File: config.mk
export PLATFORM = sky130hd
export DESIGN_NAME = inst_fetch_unit_flat
export DESIGN_NICKNAME = d
export VERILOG_FILES = /design/src/rtl/inst_fetch_unit_if.sv /design/src/rtl/inst_fetch_unit.sv /design/src/flat_wrapper.sv
export SDC_FILE = /design/constraint.sdc
export NUM_CORES = 1
export LEC_CHECK = 0
export ABC_AREA = 1
export ABC_CLOCK_PERIOD_IN_PS = 5750
export CAP_MARGIN = 20
export CELL_PAD_IN_SITES_DETAIL_PLACEMENT = 1
export CELL_PAD_IN_SITES_GLOBAL_PLACEMENT = 2
export CORE_MARGIN = 4
export CORE_UTILIZATION = 33
export CTS_BUF_LIST = sky130_fd_sc_hd__clkbuf_16
export CTS_CLUSTER_SIZE = 8
export DETAILED_ROUTE_END_ITERATION = 12
export PLACE_DENSITY_LB_ADDON = 0.1
export REMOVE_ABC_BUFFERS = 1
export SLEW_MARGIN = 15
export SYNTH_ARGS = -nofsm -noshare
export SYNTH_HDL_FRONTEND = slang
export SYNTH_SLANG_ARGS = --single-unit
File: constraint.sdc
create_clock -name CLK -period 5.75 [get_ports CLK]
set_input_delay 0.575 -clock CLK [delete_from_list [all_inputs] [get_ports CLK]]
set_output_delay 0.575 -clock CLK [all_outputs]
set_load 0.01 [all_outputs]
File: src/rtl/inst_fetch_unit_if.sv
// Fetch-stage bus bundle: instruction memory request/response, PC redirect,
// and the valid/ready instruction handoff to decode.
interface inst_fetch_unit_if #(
  parameter int unsigned BIN_DIG = 32
);
  logic               imem_req_valid;
  logic               imem_req_ready;
  logic [BIN_DIG-1:0] imem_req_addr;
  logic               imem_resp_valid;
  logic [BIN_DIG-1:0] imem_resp_data;
  logic               redirect_valid;
  logic [BIN_DIG-1:0] redirect_pc;
  logic               inst_valid;
  logic               inst_ready;
  logic [BIN_DIG-1:0] inst_addr;
  logic [BIN_DIG-1:0] curr_inst;

  modport master (
    output imem_req_valid, imem_req_addr, inst_valid, inst_addr, curr_inst,
    input  imem_req_ready, imem_resp_valid, imem_resp_data,
           redirect_valid, redirect_pc, inst_ready
  );

  modport slave (
    input  imem_req_valid, imem_req_addr, inst_valid, inst_addr, curr_inst,
    output imem_req_ready, imem_resp_valid, imem_resp_data,
           redirect_valid, redirect_pc, inst_ready
  );
endinterface

File: src/rtl/inst_fetch_unit.sv
// Instruction fetch: owns the PC, keeps one memory request in flight and
// buffers returned words in a small FIFO with a registered head for decode.
module inst_fetch_unit #(
  parameter int unsigned        BIN_DIG    = 32,
  parameter logic [BIN_DIG-1:0] RESET_PC   = '0,
  parameter int unsigned        IBUF_DEPTH = 2
) (
  input  logic                CLK,
  input  logic                RST,
  inst_fetch_unit_if.master   bus
);

  localparam int unsigned PTR_W = $clog2(IBUF_DEPTH);
  localparam int unsigned CNT_W = PTR_W + 1;
  localparam logic [CNT_W-1:0] DEPTH_C = CNT_W'(IBUF_DEPTH);

  typedef enum logic [1:0] {S_REQ, S_WAIT, S_DROP} state_t;

  state_t             state_q, state_d;
  logic [BIN_DIG-1:0] pc_q, pc_d;
  logic [BIN_DIG-1:0] req_pc_q, req_pc_d;
  logic [CNT_W-1:0]   count_q, count_d;
  logic [PTR_W-1:0]   rd_ptr_q, rd_ptr_d, wr_ptr_q, wr_ptr_d;
  logic               req_valid_q, req_valid_d;
  logic               inst_valid_q, inst_valid_d;
  logic [BIN_DIG-1:0] head_addr_q, head_addr_d;
  logic [BIN_DIG-1:0] head_inst_q, head_inst_d;
  logic               fire, push, pop;

  logic [BIN_DIG-1:0] mem_inst [IBUF_DEPTH];
  logic [BIN_DIG-1:0] mem_addr [IBUF_DEPTH];

  always_comb begin
    state_d     = state_q;
    pc_d        = pc_q;
    req_pc_d    = req_pc_q;
    count_d     = count_q;
    rd_ptr_d    = rd_ptr_q;
    wr_ptr_d    = wr_ptr_q;
    head_addr_d = head_addr_q;
    head_inst_d = head_inst_q;
    fire        = req_valid_q && bus.imem_req_ready;
    push        = 1'b0;
    pop         = inst_valid_q && bus.inst_ready;

    case (state_q)
      S_REQ: if (fire) begin
        req_pc_d = pc_q;
        pc_d     = pc_q + BIN_DIG'(4);
        state_d  = S_WAIT;
      end
      S_WAIT: if (bus.imem_resp_valid) begin
        push    = 1'b1;
        state_d = S_REQ;
      end
      S_DROP: if (bus.imem_resp_valid) state_d = S_REQ;
      default: state_d = S_REQ;
    endcase

    // A request accepted or still outstanding at redirect must have its
    // response swallowed in DROP; a response arriving with the redirect is
    // simply not pushed.
    if (bus.redirect_valid) begin
      pc_d = bus.redirect_pc & ~BIN_DIG'(3);
      push = 1'b0;
      pop  = 1'b0;
      case (state_q)
        S_REQ:   state_d = fire ? S_DROP : S_REQ;
        S_WAIT:  state_d = bus.imem_resp_valid ? S_REQ : S_DROP;
        S_DROP:  state_d = bus.imem_resp_valid ? S_REQ : S_DROP;
        default: state_d = S_REQ;
      endcase
    end

    if (push) wr_ptr_d = wr_ptr_q + PTR_W'(1);
    if (pop)  rd_ptr_d = rd_ptr_q + PTR_W'(1);
    case ({push, pop})
      2'b10:   count_d = count_q + CNT_W'(1);
      2'b01:   count_d = count_q - CNT_W'(1);
      default: count_d = count_q;
    endcase
    if (bus.redirect_valid) begin
      count_d  = '0;
      rd_ptr_d = '0;
      wr_ptr_d = '0;
    end

    // Head is loaded from the slot it will occupy next cycle; when that slot
    // is the one being written now, bypass the incoming word.
    if (count_d != '0) begin
      if (push && (wr_ptr_q == rd_ptr_d)) begin
        head_addr_d = req_pc_q;
        head_inst_d = bus.imem_resp_data;
      end else begin
        head_addr_d = mem_addr[rd_ptr_d];
        head_inst_d = mem_inst[rd_ptr_d];
      end
    end

    inst_valid_d = (count_d != '0);
    req_valid_d  = (state_d == S_REQ) && (count_d < DEPTH_C);
  end

  always_ff @(posedge CLK or negedge RST) begin
    if (!RST) begin
      state_q      <= S_REQ;
      pc_q         <= RESET_PC;
      req_pc_q     <= '0;
      count_q      <= '0;
      rd_ptr_q     <= '0;
      wr_ptr_q     <= '0;
      req_valid_q  <= 1'b0;
      inst_valid_q <= 1'b0;
      head_addr_q  <= '0;
      head_inst_q  <= '0;
    end else begin
      state_q      <= state_d;
      pc_q         <= pc_d;
      req_pc_q     <= req_pc_d;
      count_q      <= count_d;
      rd_ptr_q     <= rd_ptr_d;
      wr_ptr_q     <= wr_ptr_d;
      req_valid_q  <= req_valid_d;
      inst_valid_q <= inst_valid_d;
      head_addr_q  <= head_addr_d;
      head_inst_q  <= head_inst_d;
    end
  end

  always_ff @(posedge CLK) begin
    if (push) begin
      mem_inst[wr_ptr_q] <= bus.imem_resp_data;
      mem_addr[wr_ptr_q] <= req_pc_q;
    end
  end

  assign bus.imem_req_valid = req_valid_q;
  assign bus.imem_req_addr  = pc_q;
  assign bus.inst_valid     = inst_valid_q;
  assign bus.inst_addr      = head_addr_q;
  assign bus.curr_inst      = head_inst_q;

  a_no_resp_in_req: assert property (@(posedge CLK) disable iff (!RST)
    !(bus.imem_resp_valid && (state_q == S_REQ)));
  a_addr_aligned: assert property (@(posedge CLK) disable iff (!RST)
    (bus.imem_req_addr[1:0] == 2'b00));

endmodule

File: src/flat_wrapper.sv
// flat-port wrapper written by rule: the top's interface ports become plain ports
module inst_fetch_unit_flat 
#(
  parameter int unsigned        BIN_DIG    = 32,
  parameter logic [BIN_DIG-1:0] RESET_PC   = '0,
  parameter int unsigned        IBUF_DEPTH = 2
)
  (CLK, RST, bus_imem_req_valid, bus_imem_req_addr, bus_inst_valid, bus_inst_addr, bus_curr_inst, bus_imem_req_ready, bus_imem_resp_valid, bus_imem_resp_data, bus_redirect_valid, bus_redirect_pc, bus_inst_ready);
  inst_fetch_unit_if #(.BIN_DIG(BIN_DIG)) bus_i ();
  input  logic CLK;
  input  logic RST;
  output wire logic [$bits(bus_i.imem_req_valid)-1:0] bus_imem_req_valid;
  output wire logic [$bits(bus_i.imem_req_addr)-1:0] bus_imem_req_addr;
  output wire logic [$bits(bus_i.inst_valid)-1:0] bus_inst_valid;
  output wire logic [$bits(bus_i.inst_addr)-1:0] bus_inst_addr;
  output wire logic [$bits(bus_i.curr_inst)-1:0] bus_curr_inst;
  input wire logic [$bits(bus_i.imem_req_ready)-1:0] bus_imem_req_ready;
  input wire logic [$bits(bus_i.imem_resp_valid)-1:0] bus_imem_resp_valid;
  input wire logic [$bits(bus_i.imem_resp_data)-1:0] bus_imem_resp_data;
  input wire logic [$bits(bus_i.redirect_valid)-1:0] bus_redirect_valid;
  input wire logic [$bits(bus_i.redirect_pc)-1:0] bus_redirect_pc;
  input wire logic [$bits(bus_i.inst_ready)-1:0] bus_inst_ready;
  assign bus_imem_req_valid = bus_i.imem_req_valid;
  assign bus_imem_req_addr = bus_i.imem_req_addr;
  assign bus_inst_valid = bus_i.inst_valid;
  assign bus_inst_addr = bus_i.inst_addr;
  assign bus_curr_inst = bus_i.curr_inst;
  assign bus_i.imem_req_ready = bus_imem_req_ready;
  assign bus_i.imem_resp_valid = bus_imem_resp_valid;
  assign bus_i.imem_resp_data = bus_imem_resp_data;
  assign bus_i.redirect_valid = bus_redirect_valid;
  assign bus_i.redirect_pc = bus_redirect_pc;
  assign bus_i.inst_ready = bus_inst_ready;
  inst_fetch_unit #(.BIN_DIG(BIN_DIG), .RESET_PC(RESET_PC), .IBUF_DEPTH(IBUF_DEPTH)) u_core (.CLK(CLK), .RST(RST), .bus(bus_i));
endmodule
==> key figures, run 1 <==
Status
  • Status: finished clean

Place
  • Placed Cells: 1987
  • Pre-CTS WS: 2.03 ns
  • GPL Wtd Cong: 0.771
  • Post-DP HPWL: 23500 µm
  • Buffers on Ports: 161

Worst setup path
  • Critical Path Start Type: primary input
  • Cell mode on critical path: nand2_1
  • Worst r2r src: u_core.bus.inst_valid
  • Reg-to-Reg End: u_core.bus.inst_addr[24]
  • CP Cell Sequence: clkdlybuf4s50_1 -> nand3_4 -> buf_4 -> nand3_4 -> nand2_1 -> nand2_1 -> nand2_1 -> nand3_1 -> nand2_1
  • Worst Path Buf+Inv: 2
  • CP Class: in2reg
  • Slowest Stage Delay on Critical Path: 0.93 ns
  • Worst Path Max Fanout: 63
  • Worst EP required: 6.19 ns
  • Worst path top cell family by delay: simple AND/OR/NAND/NOR gates
  • Crit path capture type: flip-flop
  • Worst r2r path cells: 8
  • Worst R2R Setup Slack: 2.73 ns
  • CP arrival: 3.60 ns
  • Cell with the largest stage delay on the worst path: nand3_4

Pwr
  • Lkg Pwr: 7.08 nW
  • VDD IR max: 0.000184 V
  • Power Dens Cells: 417 nW/µm²

Route
  • Antenna-violating nets left: 0
  • DRC Markers: 0
  • Routed WL: 39200 µm
  • Vias: 9844
  • Via density: 4.80
  • First-pass DRT Iterations: 6
  • 1st-iter DRT viols: 413
  • Wire per inst: 19.1 µm

STA
  • Final min period: 3.16 ns
  • Max-slew violation count: 0
  • Final setup violation count: 0
  • Slew headroom: 31.3%
  • Final worst slack: 2.59 ns
  • Final hold vios: 0
  • RSZ-0062 raised after global routing: false
  • Achievable Freq: 316 MHz
  • Setup TNS: 0 ns
  • Final Skew: 0.00903 ns
  • Hold slack: 0.132 ns
  • Part of the cycle the worst path needs: 55.0%
  • Worst-Margin Slew: 1.03 ns

Die
  • Starting density of the core: 33.5%
  • Die area: 40300 µm²
  • DIE HEIGHT: 201 µm
  • Core area: 36600 µm²
  • # IOs: 168
  • Core Rows: 70
  • Die width: 201 µm

Clock network
  • Resize count post-CTS: 0
  • Total CTS buffers: 37
  • Clock latency on the worst-skew pair: 0.51 ns
  • Clock Path Buffers: 3
  • Postcts setup bufs: 0
  • H-tree lvl count: 2
  • Root Driver: clkbuf_16
  • # hold bufs at CTS: 0
  • TritonCTS sink count: 254
  • Reg clk slew, reported paths: 0.05 ns
  • CTS tree: done

Layout
  • # diodes: 0
  • Share of layout cells above drive strength 1: 5.05%
  • Multi-input gate area: 4150 µm²
  • Most frequent cells in the layout: nand2_1, inv_1, clkdlybuf4s50_1
  • Final Util: 41.7%
  • Final std cells w/o fill: 2052
  • Layout Nets: 1633
  • Final-layout fill cell count: 4288
  • Storage element area: 6980 µm²
  • Synthesis-to-layout area growth: 24.7%
  • Most common cell after layout, fill and taps aside: nand2_1

Synthesis
  • Post-synth top area share: 30.4%
  • Number of synthesized register bits: 254
  • Mean area per synthesized cell: 8.66 µm²
  • Seq/Total Area, Yosys: 56.9%
  • Largest cells by area after synthesis: edfxtp_1, dfrtp_1, nand2_1
  • Syn Inst Count: 1415
  • Yosys cell types: 28
  • Largest area contributor in the netlist: edfxtp_1
  • Yosys warns: 0
  • Syn Std Cell Area: 12300 µm²

Global routing
  • Antenna violations before repair: 0
  • Largest net degree at the start of global routing: 74
  • Vias in the first global route: 10400
  • First-pass GRT wire length: 61700 µm
  • Overflow after GRT: 0
  • Aggregate global-route resource usage: 19.3%

Run
  • Max-cap violations: 0

Hold path
  • Hold crit path type: in2async
==> cells by family (layout without fill, tap and decap cells) <==
| kind of cell | after synthesis | in the layout | synth area share (%) |
|---|---|---|---|
| other | 1 | 4 | 0.0306 |
| AO/OA/AOI/OAI | 72 | 72 | 3.12 |
| adder cells (fa/ha/maj) | 5 | 5 | 0.511 |
| XOR/XNOR | 9 | 9 | 0.643 |
| buffers and inverters | 278 | 444 | 9.60 |
| flip-flops | 254 | 254 | 56.9 |
| AND/OR/NAND/NOR | 796 | 796 | 29.2 |
==> worst max-delay path by stage <==
stage | from | cells after the start | slack (ns) | end
after detailed placement | bus_inst_ready | 9 | 2.03 | u_core.bus.inst_addr[24]
after global routing | bus_inst_ready | 9 | 2.34 | u_core.bus.inst_addr[24]
after CTS | bus_inst_ready | 9 | 2.56 | u_core.bus.inst_addr[24]
after floorplan | u_core.state_q[1] | 6 | 1.01 | u_core.mem_addr[0][10]
after global placement | bus_inst_ready | 9 | 2.05 | u_core.bus.inst_addr[24]
final | bus_inst_ready | 9 | 2.59 | u_core.bus.inst_addr[24]
==> worst reg2reg max path, delay by kind of cell, from the launching register on <==
kind	cells	cell delay (ns)
buffers and inverters	1	0.66
DFF	1	0.41
and+or+nand+nor	7	1.89
==> power by group <==
group | internal (mW) | switching (mW) | leakage, nW
registers | 2.36 | 0.311 | 2.72
logic | 0.791 | 0.917 | 3.75
clock network | 1.18 | 0.810 | 0.614
total | 4.34 | 2.04 | 7.08
==> Yosys cell counts <==
cell      number
nand2_1      508
inv_1        199
dfrtp_1      130
edfxtp_1     124
nand3_1       99
nand4_1       65
nand3b_1      54
nor2_1        51
buf_2         40
o21ai_0       38
clkbuf_1      20
o21ai_1       17
a21oi_1        8
buf_4          8
buf_6          7
nor2_4         6
xor2_1         6
ha_1           5
o21bai_1       5
inv_2          4
o211ai_1       4
nand2_2        3
nand3_2        3
nor2_2         3
xnor2_1        3
nand2_4        2
nor3_1         2
conb_1         1
==> area by class of cell <==
type                       count  area share, %
clock buffer                  38           6.22
multi-input combinational    886           27.2
sequential                   254           45.7
timing repair buffer         176           11.4
tap                          468           3.83
inverter                     203           5.00
clock inverter                27          0.745
==> through the flow <==
stage	power, mW	area [µm²]
floorplan	3.44	11900
global placement	4.41	14200
detailed placement	4.45	14200
CTS	6.48	15300
global route	6.79	15300
finish	6.37	15300
==> per-layer routing <==
metal	track usage [%]	vias up	share of wire, %
met2	33.2	147	48
met4	4.25	0	1.8
li1	-	4804	-
met5	0	-	0
met3	2.84	45	3.2
met1	26.0	4848	47
==> flip-flops by register name (all words and copies together) (netlist names), 2 cells and up <==
name                      cells
u_core.req_pc_q              30
u_core.state_q                2
u_core.bus.curr_inst         32
u_core.mem_inst              64
u_core.count_q                2
u_core.mem_addr              60
u_core.bus.inst_addr         30
u_core.bus.imem_req_addr     30
(Power assumes the default switching activity.)
==> inputs of run 2 (changes only) <==
- ABC_CLOCK_PERIOD_IN_PS: 5750 -> 2650
- CORE_UTILIZATION: 33 -> 30
- clock period: 5.75 -> 2.65 ns (I/O delays scaled with it)
==> run 2 against run 1 <==
Register-to-register slack got worse by 2.3 ns. Clock power rose by 120%. Design area rose by 2.3%. First-iteration DRC count fell by 7.0%. Worst hold slack improved by 0.16 ns. Sequential share of layout area fell by 1.0 points. Critical path depth rose by 1. Power rose by 120%. Clock skew rose by 0.015 ns. Largest cell class unchanged. Largest power group unchanged. Highest routed layer unchanged.
==> key figures, run 2 (same netlist as run 1, synthesis figures left out) <==
Status
  • Status: finished clean

STA
  • Final setup violation count: 0
  • Final Skew: 0.0238 ns
  • Max-slew violation count: 0
  • Hold slack: 0.291 ns
  • RSZ-0062 raised after global routing: false
  • Slew headroom: 35.7%
  • Final hold vios: 0
  • Achievable Freq: 446 MHz
  • Setup TNS: 0 ns
  • Final worst slack: 0.408 ns
  • Part of the cycle the worst path needs: 84.6%
  • Final min period: 2.24 ns
  • Worst-Margin Slew: 0.965 ns

Die
  • Core Rows: 73
  • # IOs: 168
  • DIE HEIGHT: 210 µm
  • Starting density of the core: 30.6%
  • Die width: 210 µm
  • Core area: 40100 µm²
  • Die area: 44100 µm²

Worst setup path
  • Crit path capture type: flip-flop
  • Critical Path Start Type: flip-flop
  • Worst path top cell family by delay: buffers and inverters
  • CP Cell Sequence: inv_1 -> ha_1 -> nand2_1 -> nor2_4 -> buf_4 -> nand2_4 -> buf_12 -> nand2_1 -> nand3_1 -> nand2_1
  • Worst r2r path cells: 10
  • Cell with the largest stage delay on the worst path: buf_4
  • Slowest Stage Delay on Critical Path: 0.73 ns
  • WP depth: 10
  • Worst Path Max Fanout: 63
  • CP Class: reg2reg
  • Worst EP required: 3.11 ns
  • Worst Path Buf+Inv: 3
  • CP arrival: 2.70 ns
  • Cell mode on critical path: nand2_1

Route
  • Routed WL: 40300 µm
  • Antenna-violating nets left: 0
  • First-pass DRT Iterations: 4
  • Vias: 9949
  • Via density: 4.67
  • 1st-iter DRT viols: 384
  • Wire per inst: 18.9 µm
  • DRC Markers: 0

Place
  • GPL Wtd Cong: 0.765
  • Placed Cells: 2064
  • Pre-CTS WS: 0.179 ns
  • Post-DP HPWL: 25600 µm
  • Dpl cell area: 14600 µm²
  • Buffers on Ports: 161

Clock network
  • Postcts setup bufs: 0
  • H-tree lvl count: 2
  • Reg clk slew, reported paths: 0.05 ns
  • Resize count post-CTS: 0
  • Clock Path Buffers: 3
  • TritonCTS sink count: 254
  • CTS tree: done
  • Root Driver: clkbuf_16
  • Clock latency on the worst-skew pair: 0.54 ns
  • # hold bufs at CTS: 1
  • Total CTS buffers: 37

Layout
  • Layout Nets: 1654
  • Post-route cell area: 15600 µm²
  • Share of layout cells above drive strength 1: 6.23%
  • Reg with most FFs: u_core.mem_inst
  • Most common cell after layout, fill and taps aside: nand2_1
  • Synthesis-to-layout area growth: 27.6%
  • # diodes: 0
  • Max reg flops: 64
  • Most frequent cells in the layout: nand2_1, inv_1, clkdlybuf4s50_1
  • Final std cells w/o fill: 2129
  • Final Util: 39.0%

Pwr
  • Lkg Pwr: 7.22 nW
  • Pwr Total: 13.9 mW
  • Power Dens Cells: 892 nW/µm²
  • VDD IR max: 0.000384 V

Global routing
  • Antenna violations before repair: 0
  • First-pass GRT wire length: 63900 µm
  • Vias in the first global route: 10800
  • Largest net degree at the start of global routing: 64
  • Overflow after GRT: 0
  • Aggregate global-route resource usage: 18.5%

Run
  • Max-cap violations: 0

Hold path
  • Hold crit path type: in2async
==> run 2: cell types whose count changed in the layout (fill, tap and decap cells not counted), sizes merged <==
cell | before | now
clkbuf | 38 | 37
inv | 228 | 229
buf | 16 | 36
dlygate4sd3 | 0 | 1
clkinv | 2 | 1
==> run 2: area by class of cell <==
type	instances	area, µm²
Clock buffer	37	926
Multi-Input combinational cell	886	4150
Timing Repair Buffer	197	2050
Tap cell	525	657
Fill cell	4658	24500
Sequential cell	254	6980
Clock inverter	27	111
Inverter	203	763
==> run 2: worst register-to-register path: cells and delay by family, from the launching register on <==
family / cells / cell delay [ns]
fa+ha+maj: 1 / 0.14
simple gates: 6 / 0.61
buf+inv: 3 / 1.04
flops: 1 / 0.39
==> run 2: per-layer routing <==
metal  vias to the layer above  part of all wire (%)  GRT usage, %
met5                         -                     0             0
met4                         0                   2.7          5.90
met3                        58                   3.7          2.80
met2                       171                    47          31.1
met1                      4871                    46          24.7
li1                       4849                     -             -
==> run 2: worst paths after layout <==
check	from	end	slack (ns)
max	u_core.state_q[1]	u_core.bus.inst_addr[31]	0.41
min	RST	u_core.bus.curr_inst[28]	0.29
max reg2reg	u_core.state_q[1]	u_core.bus.inst_addr[31]	0.41
min reg2reg	u_core.req_pc_q[6]	u_core.mem_addr[0][6]	0.47
max in group asynchronous	RST	u_core.req_pc_q[21]	1.62
min in group CLK	bus_redirect_pc[5]	u_core.bus.imem_req_addr[5]	0.32
==> run 2: power by group <==
group	total, mW	leakage [nW]	internal [mW]	switching, mW
clock	4.30	0.598	2.50	1.80
sequential	5.82	2.72	5.13	0.691
combinational	3.82	3.90	1.80	2.01
total	13.9	7.22	9.44	4.50
==> inputs of run 3 (changes only) <==
- ABC_CLOCK_PERIOD_IN_PS: 2650 -> 2100
- CORE_UTILIZATION: 30 -> 33
- clock period: 2.65 -> 2.1 ns (I/O delays scaled with it)
==> run 3 against run 2 <==
Via count up 2.9%. Combinational power up 42%. Clock skew down 0.015 ns. Core utilization up 6.2 points. First-iteration DRC count up 17%. Clock power up 25%. Sequential cell count unchanged. Power up 31%. Register-to-register slack worse by 0.38 ns. Global-route usage up 1.7 points.
==> key figures, run 3 (same netlist as run 1, synthesis figures left out) <==
Route
  • Via density: 4.80
  • Routed WL: 41900 µm
  • 1st-iter DRT viols: 451
  • Wire per inst: 19.7 µm
  • First-pass DRT Iterations: 4
  • DRC Markers: 0
  • Antenna-violating nets left: 0
  • Vias: 10200

Place
  • GPL Wtd Cong: 0.770
  • Pre-CTS WS: -0.259 ns
  • Post-DP HPWL: 27900 µm
  • Buffers on Ports: 161
  • Dpl cell area: 14900 µm²

STA
  • Final worst slack: 0.0242 ns
  • Final Skew: 0.00900 ns
  • Part of the cycle the worst path needs: 98.8%
  • Achievable Freq: 482 MHz
  • Hold slack: 0.216 ns
  • Max-slew violation count: 0
  • Final hold vios: 0
  • RSZ-0062 raised after global routing: true
  • Final min period: 2.08 ns
  • Final setup violation count: 0

Worst setup path
  • Worst Path Max Fanout: 7
  • CP Class: reg2reg
  • Worst EP required: 2.54 ns
  • Worst path top cell family by delay: buffers and inverters
  • Worst R2R Setup Slack: 0.02 ns
  • Worst Path Buf+Inv: 5
  • Critical Path Start Type: flip-flop
  • CP Cell Sequence: inv_2 -> ha_4 -> nand2_4 -> nor2_4 -> inv_2 -> ha_4 -> xnor2_1 -> nand2_1 -> nand2_4 -> buf_12 -> buf_12 -> buf_16 -> nand3_2 -> nand2_1
  • Slowest Stage Delay on Critical Path: 0.38 ns
  • CP arrival: 2.52 ns
  • Cell with the largest stage delay on the worst path: dfrtp_1
  • Crit path capture type: flip-flop

Clock network
  • Clock Path Buffers: 3
  • Root Driver: clkbuf_16
  • Total CTS buffers: 37
  • Clock latency on the worst-skew pair: 0.51 ns
  • CTS tree: done
  • H-tree lvl count: 2
  • TritonCTS sink count: 254
  • Reg clk slew, reported paths: 0.05 ns

Layout
  • Post-route cell area: 16600 µm²
  • Storage element area: 6980 µm²
  • Synthesis-to-layout area growth: 35.1%
  • Share of layout cells above drive strength 1: 12.6%
  • Max reg flops: 64
  • Most common cell after layout, fill and taps aside: nand2_1
  • Reg with most FFs: u_core.mem_inst
  • Layout Nets: 1715
  • # diodes: 0
  • Final-layout fill cell count: 4173
  • Multi-input gate area: 4360 µm²
  • Most frequent cells in the layout: nand2_1, inv_1, clkdlybuf4s50_1
  • Final Util: 45.2%

Global routing
  • Aggregate global-route resource usage: 20.2%
  • Overflow after GRT: 0
  • Largest net degree at the start of global routing: 43
  • Vias in the first global route: 10700
  • First-pass GRT wire length: 64600 µm
  • Antenna violations before repair: 0

Status
  • Status: finished clean

Run
  • Max-cap violations: 0

Die
  • # IOs: 168
  • DIE HEIGHT: 201 µm
  • Starting density of the core: 33.5%
  • Core area: 36600 µm²
  • Die area: 40300 µm²
  • Core Rows: 70
  • Die width: 201 µm

Pwr
  • Switching share of power: 32.6%
  • VDD IR max: 0.000583 V
  • Lkg Pwr: 7.65 nW
  • Power Dens Cells: 1100 nW/µm²
  • P_int: 12.3 mW
  • Switching power: 5.95 mW
  • Clock Power Share: 29.4%
  • Part of the power in registers: 40.7%
  • Combinational share of power: 29.8%

Hold path
  • Hold crit path type: in2async
run 3: cell count changes in the layout (fill, tap and decap cells not counted), sizes merged:
cell    previous run  this run
buf               36        92
clkbuf            37        41
bufbuf             0         1
inv              229       228
run 3: layout make-up:
cell class                 instances  share of cell area [%]
timing repair buffer             258                    17.1
multi-input combinational        886                    26.3
tap                              468                    3.54
sequential                       254                    42.1
clock buffer                      37                    5.59
inverter                         203                    4.71
clock inverter                    26                   0.650
run 3: power by group through the flow:
stage	clock (mW)	sequential, mW	combinational (mW)
after floorplan	0	7.54	1.88
after global placement	0	7.48	5.07
after detailed placement	0	7.48	5.18
after CTS	5.50	7.42	5.37
after global routing	5.73	7.59	6.00
final	5.37	7.43	5.44
run 3: worst paths after layout:
check / startpoint / end / cells past startpoint
setup reg to reg: u_core.state_q[1] / u_core.bus.inst_addr[17] / 14
setup / recovery: u_core.state_q[1] / u_core.bus.inst_addr[17] / 14
hold reg to reg: u_core.req_pc_q[9] / u_core.mem_addr[0][9] / 0
max in group asynchronous: RST / u_core.req_pc_q[26] / 3
min in group CLK: bus_redirect_pc[12] / u_core.bus.imem_req_addr[12] / 3
hold / removal: RST / u_core.bus.curr_inst[28] / 2
run 3: what timing repair did:
action	CTS	global route
buffers inserted	7	5
hold buffers	1	0
gates resized for setup	40	35
cloned	4	5
hold endpoints to repair	38	0
endpoints found under the setup margin	62	64
pin swaps	14	29
run 3: layer usage:
| layer | GRT usage [%] | share of wire [%] |
|---|---|---|
| met1 | 27.8 | 47 |
| met2 | 34.5 | 48 |
| met3 | 2.99 | 3.3 |
| met4 | 3.32 | 1.0 |
| met5 | 0 | 0 |
run 3: stage by stage:
step	power (mW)	TNS, ns	instances
finish	18.2	0	2132
global route	19.3	-3.01	2132
CTS	18.3	-0.0165	2122
detailed placement	12.7	-13.89	2047
global placement	12.5	-11.36	2047
floorplan	9.42	-428.44	1343
